**src/rtl/sprite_blitter.sv**
```systemverilog
// Sprite blitter: walks a SPRITE_W x SPRITE_H bitmap one pixel per clock and issues VGA plot writes.
// Define SPRITE_BLITTER_MIRROR_EN to add a 'mirror' input that flips the bitmap horizontally.
module sprite_blitter #(
  parameter int SPRITE_W = 5,
  parameter int SPRITE_H = 5,
  parameter int COLOUR_W = 3,
  parameter int X_W      = 8,
  parameter int Y_W      = 7
) (
  input  logic                         clock,
  input  logic                         reset_n,
  input  logic                         go,
  input  logic [X_W-1:0]               x_in,
  input  logic [Y_W-1:0]               y_in,
  input  logic [SPRITE_W*SPRITE_H-1:0] shape,
  input  logic [COLOUR_W-1:0]          colour,
  input  logic [COLOUR_W-1:0]          bg_colour,
  input  logic                         transparent,
`ifdef SPRITE_BLITTER_MIRROR_EN
  input  logic                         mirror,
`endif
  output logic                         plot,
  output logic [X_W-1:0]               x_out,
  output logic [Y_W-1:0]               y_out,
  output logic [COLOUR_W-1:0]          col_out,
  output logic                         busy,
  output logic                         done
);

  localparam int N_PIX = SPRITE_W * SPRITE_H;
  localparam int CW    = (SPRITE_W > 1) ? $clog2(SPRITE_W) : 1;
  localparam int RW    = (SPRITE_H > 1) ? $clog2(SPRITE_H) : 1;
  localparam int IW    = (N_PIX > 1) ? $clog2(N_PIX) : 1;

  localparam logic [CW-1:0]  COL_LAST = CW'(SPRITE_W - 1);
  localparam logic [RW-1:0]  ROW_LAST = RW'(SPRITE_H - 1);
  localparam logic [IW-1:0]  PIX_LAST = IW'(N_PIX - 1);
  localparam logic [IW-1:0]  SW_I     = IW'(SPRITE_W);
  localparam logic [X_W-1:0] SW_X     = X_W'(SPRITE_W);
  localparam logic [Y_W-1:0] SH_Y     = Y_W'(SPRITE_H);

  typedef enum logic [1:0] {
    IDLE = 2'd0,
    DRAW = 2'd1,
    DONE = 2'd2
  } state_t;

  state_t                state_r, state_nxt_s;
  logic [CW-1:0]         col_r, col_nxt_s;
  logic [RW-1:0]         row_r, row_nxt_s;
  logic [X_W-1:0]        org_x_r, org_x_nxt_s;
  logic [Y_W-1:0]        org_y_r, org_y_nxt_s;
  logic [N_PIX-1:0]      shape_r, shape_nxt_s;
  logic [COLOUR_W-1:0]   fg_r, fg_nxt_s;
  logic [COLOUR_W-1:0]   bg_r, bg_nxt_s;
  logic                  trans_r, trans_nxt_s;
  logic                  mirror_r, mirror_nxt_s;
  logic                  mirror_in_s;
  logic                  pix_bit_s;

`ifdef SPRITE_BLITTER_MIRROR_EN
  assign mirror_in_s = mirror;
`else
  assign mirror_in_s = 1'b0;
`endif

  // Bitmap bit for a given column/row; mirroring flips only which bit is read, not where it lands.
  function automatic logic pixel_bit(input logic [N_PIX-1:0] bits, input logic [CW-1:0] col,
                                     input logic [RW-1:0] row, input logic mir);
    logic [CW-1:0] src_col;
    logic [IW-1:0] idx;
    src_col = mir ? (COL_LAST - col) : col;
    idx     = PIX_LAST - ((IW'(row) * SW_I) + IW'(src_col));
    return bits[idx];
  endfunction

  // Next-state, pixel walk and sprite capture
  always_comb begin
    state_nxt_s  = state_r;
    col_nxt_s    = col_r;
    row_nxt_s    = row_r;
    org_x_nxt_s  = org_x_r;
    org_y_nxt_s  = org_y_r;
    shape_nxt_s  = shape_r;
    fg_nxt_s     = fg_r;
    bg_nxt_s     = bg_r;
    trans_nxt_s  = trans_r;
    mirror_nxt_s = mirror_r;
    case (state_r)
      IDLE: begin
        if (go) begin
          state_nxt_s  = DRAW;
          col_nxt_s    = '0;
          row_nxt_s    = '0;
          org_x_nxt_s  = x_in * SW_X;
          org_y_nxt_s  = y_in * SH_Y;
          shape_nxt_s  = shape;
          fg_nxt_s     = colour;
          bg_nxt_s     = bg_colour;
          trans_nxt_s  = transparent;
          mirror_nxt_s = mirror_in_s;
        end else begin
          state_nxt_s = IDLE;
        end
      end
      DRAW: begin
        if (col_r == COL_LAST) begin
          col_nxt_s = '0;
          if (row_r == ROW_LAST) begin
            row_nxt_s   = '0;
            state_nxt_s = DONE;
          end else begin
            row_nxt_s = row_r + RW'(1);
          end
        end else begin
          col_nxt_s = col_r + CW'(1);
        end
      end
      DONE:    state_nxt_s = IDLE;
      default: state_nxt_s = IDLE;
    endcase
  end

  assign pix_bit_s = pixel_bit(shape_nxt_s, col_nxt_s, row_nxt_s, mirror_nxt_s);

  // FSM, counters and latched sprite attributes
  always_ff @(posedge clock) begin
    if (!reset_n) begin
      state_r  <= IDLE;
      col_r    <= '0;
      row_r    <= '0;
      org_x_r  <= '0;
      org_y_r  <= '0;
      shape_r  <= '0;
      fg_r     <= '0;
      bg_r     <= '0;
      trans_r  <= 1'b0;
      mirror_r <= 1'b0;
    end else begin
      state_r  <= state_nxt_s;
      col_r    <= col_nxt_s;
      row_r    <= row_nxt_s;
      org_x_r  <= org_x_nxt_s;
      org_y_r  <= org_y_nxt_s;
      shape_r  <= shape_nxt_s;
      fg_r     <= fg_nxt_s;
      bg_r     <= bg_nxt_s;
      trans_r  <= trans_nxt_s;
      mirror_r <= mirror_nxt_s;
    end
  end

  // Outputs registered from the pixel being entered, so pixel 0 appears the cycle after go
  always_ff @(posedge clock) begin
    if (!reset_n) begin
      plot    <= 1'b0;
      x_out   <= '0;
      y_out   <= '0;
      col_out <= '0;
      busy    <= 1'b0;
      done    <= 1'b0;
    end else begin
      plot    <= (state_nxt_s == DRAW) && (pix_bit_s || !trans_nxt_s);
      x_out   <= org_x_nxt_s + X_W'(col_nxt_s);
      y_out   <= org_y_nxt_s + Y_W'(row_nxt_s);
      col_out <= pix_bit_s ? fg_nxt_s : bg_nxt_s;
      busy    <= (state_nxt_s != IDLE);
      done    <= (state_nxt_s == DONE);
    end
  end

endmodule

```
**config.mk**
```make
export PLATFORM = sky130hd
export DESIGN_NAME = sprite_blitter
export DESIGN_NICKNAME = d
export VERILOG_FILES = /design/src/rtl/sprite_blitter.sv
export SDC_FILE = /design/constraint.sdc
export NUM_CORES = 1
export LEC_CHECK = 0
export BUFFER_PORTS_ARGS = -buffer_cell sky130_fd_sc_hd__buf_2
export CAP_MARGIN = 5
export CORE_MARGIN = 5
export CORE_UTILIZATION = 30
export CTS_BUF_LIST = sky130_fd_sc_hd__clkbuf_4 sky130_fd_sc_hd__clkbuf_8 sky130_fd_sc_hd__clkbuf_16
export CTS_CLUSTER_SIZE = 40
export DETAILED_ROUTE_END_ITERATION = 7
export PLACE_DENSITY = 0.51
export SYNTH_ARGS = -nofsm -noshare
export SYNTH_HDL_FRONTEND = slang
export SYNTH_SLANG_ARGS = --single-unit
```
**constraint.sdc**
```tcl
create_clock -name clock -period 13.7 [get_ports clock]
set_input_delay 0.685 -clock clock [delete_from_list [all_inputs] [get_ports clock]]
set_output_delay 0.685 -clock clock [all_outputs]
set_load 0.03 [all_outputs]
```
==> impl_metrics.ini <==
[floorplanning]
die_area_um2 = 16600
start_util = 0.305
io_pins = 71
dieHeight_um = 129
core_um2 = 13900
dieWidth_um = 129
num_rows = 43

[layout]
fill_cells = 1442
drive_gt1_frac = 0.191
final_cell_mix = nand2_1, dfxtp_1, buf_2
layout.cells.most_common = nand2_1
final_nets = 599
diodes = 0
post-route-cell-area_um2 = 5020
area_growth_syn_to_layout_pct = 18.4

[setup_path]
endpoint_kind = flip-flop
crit_path_max_incr_delay_ps = 930
path_common_cell = ha_1
crit_slowest_cell = or3b_2
crit_path_end = col_out[1]
path_buf_inv = 1
crit_cells = 14
r2r_slack_ps = 8740
r2r-end = col_out[1]
crit_start = state_r[0]
path_delay_family = adder cells
worst_setup_path_start_kind = flip-flop
r2r_start = state_r[0]
cp_max_fo = 49
worstPathArrival_ps = 5190
ff2ff_path_depth = 14
cp.required_ps = 13930
path_cells = or3b_2 > nand4_1 > xnor2_1 > ha_1 > fa_1 > inv_1 > ha_1 > mux2i_1 > mux4_1 > nand2_1 > a31oi_1 > nor2_1 > a31oi_4 > mux2_4
criticalPathCategory = reg2reg

[synthesis]
synth-main-ff-cell = dfxtp_1
synth_seq_cells = 77
ys_seq_area_frac = 0.364
synth_top_area_frac = 0.364
netlist_top_cells_area = dfxtp_1, ha_1, nand2_1
synth-edff-count = 0
synthArstFlopShare = 0
postSynthAreaPerCell_um2 = 9.32
synth_nets = 542
ys_types = 53
syn_inst = 455
ys.warnings.count = 0
netlist_area_um2 = 4240
yosysTopAreaCell = dfxtp_1

[sta]
hold_viol_final = 0
fmax_ghz = 0.201
worst_pin_slew_ps = 1120
drv_slew = 0
rsz0062_at_grt = no
layout_min_cycle_time_ps = 4960
fin_tns_setup_ps = 0
relSlewSlack = 0.254
min_period_over_period = 0.362
fin_worst_skew_ps = 6.23
setup_violations = 0

[grt]
grt_max_degree = 73
grt_overflow = 0
grt_first_pass_wirelength_mm = 15.1
grt_use_total = 0.116
antenna_found_initial = 0
grt_pass1_vias = 3189

[min_path]
hold_class = reg2reg

[clocking]
cts_tree = yes
clkSinkCount = 77
path_clk_slew_ps = 60
clk_latency_ps = 340
cts_resized = 0
h-tree-depth = 3
clockBufferDepth = 2
post_cts_buffers = 0
postCtsHoldBufs = 0
cts-root-buf = clkbuf_16
cts_buffers = 9

[placement]
port-buffer-count = 70
dpl.hpwl_mm = 6.57
gp_congestion = 0.726
placed_cell_area_um2 = 4700

[route]
drt-total-wl_mm = 9.04
drtIter0Drc = 99
dr_total_vias = 3144
wl_per_cell_um = 13.0
ant_nets = 0
drc = 0
via_per_inst = 4.51
drt_first_pass_iters = 4

[pwr]
power.leakage_nw = 2.25
peakVddDrop_v = 0.0000769
powerDensity_nw_per_um2 = 121

[flow_run]
drv_cap = 0

[run_status]
status = finished clean
metal layers:
metal  GRT usage  vias up  share of wire
li1            -     1640              -
met1       0.140     1448           0.45
met2       0.190       44           0.48
met3      0.0365       12          0.043
met4      0.0482        0          0.019
met5           0        -              0
where the power goes:
group          switching, mW  internal [mW]  total, mW
logic                 0.0662         0.0482      0.114
clock network         0.0896          0.158      0.247
registers            0.00528          0.239      0.244
Yosys cell counts, drive strengths merged, types with 6 or more instances:
master,count
nand2,84
dfxtp,77
ha,31
mux2i,31
a21boi,29
and2,23
inv,22
nor2b,17
nor2,15
clkbuf,13
buf,12
xnor2,12
a21oi,11
xor2,11
o21ai,7
fa,6
state kept, by name (all words and copies together), names as in the netlist:
register	flops
busy	1
bg_r	3
org_x_r	8
state_r	2
plot	1
org_y_r	7
x_out	8
shape_r	25
y_out	7
fg_r	3
done	1
row_r	3
mirror_r	1
col_r	3
col_out	3
trans_r	1
cell type report:
type | instances | area, µm² | area share
clock buffer | 13 | 274 | 0.0546
clock inverter | 3 | 42.5 | 0.00848
inverter | 22 | 82.6 | 0.0165
multi-input combinational | 331 | 2490 | 0.497
sequential | 77 | 1540 | 0.307
tap | 180 | 225 | 0.0449
timing repair buffer | 71 | 358 | 0.0713
through the flow:
step	hold WS (ps)	total power, mW	std cells	setup slack, ps	utilization
detailed placement	465	0.366	681	8420	0.339
floorplan	439	0.335	455	8830	-
global placement	449	0.363	681	8550	0.339
CTS	473	0.618	697	8690	0.362
global route	493	0.643	697	8320	0.362
finish	467	0.606	697	8740	0.362
worst min-delay path: stages (launching register included):
cell and delay [ps]:
dfxtp_1 310, nand2_1 50, a21boi_0 60
worst min-delay path by stage:
| stage | startpoint | endpoint | slack [ps] | depth (start not counted) |
|---|---|---|---|---|
| floorplan | shape_r[11] | shape_r[11] | 440 | 2 |
| detailed placement | shape_r[7] | shape_r[7] | 460 | 2 |
| CTS | shape_r[7] | shape_r[7] | 470 | 2 |
| finish | shape_r[23] | shape_r[23] | 470 | 2 |
| global route | shape_r[11] | shape_r[11] | 490 | 2 |
| global placement | shape_r[11] | shape_r[11] | 450 | 2 |
cells by family (layout without fill, tap and decap cells):
| group | Yosys count | after routing | synth area share |
|---|---|---|---|
| mux | 39 | 39 | 0.111 |
| simple gates | 166 | 166 | 0.196 |
| fa+ha+maj | 37 | 37 | 0.120 |
| buf+inv | 47 | 109 | 0.0481 |
| xor+xnor | 23 | 23 | 0.0475 |
| flops | 77 | 77 | 0.364 |
| compound gates | 66 | 66 | 0.114 |
(Power assumes the default switching activity.)
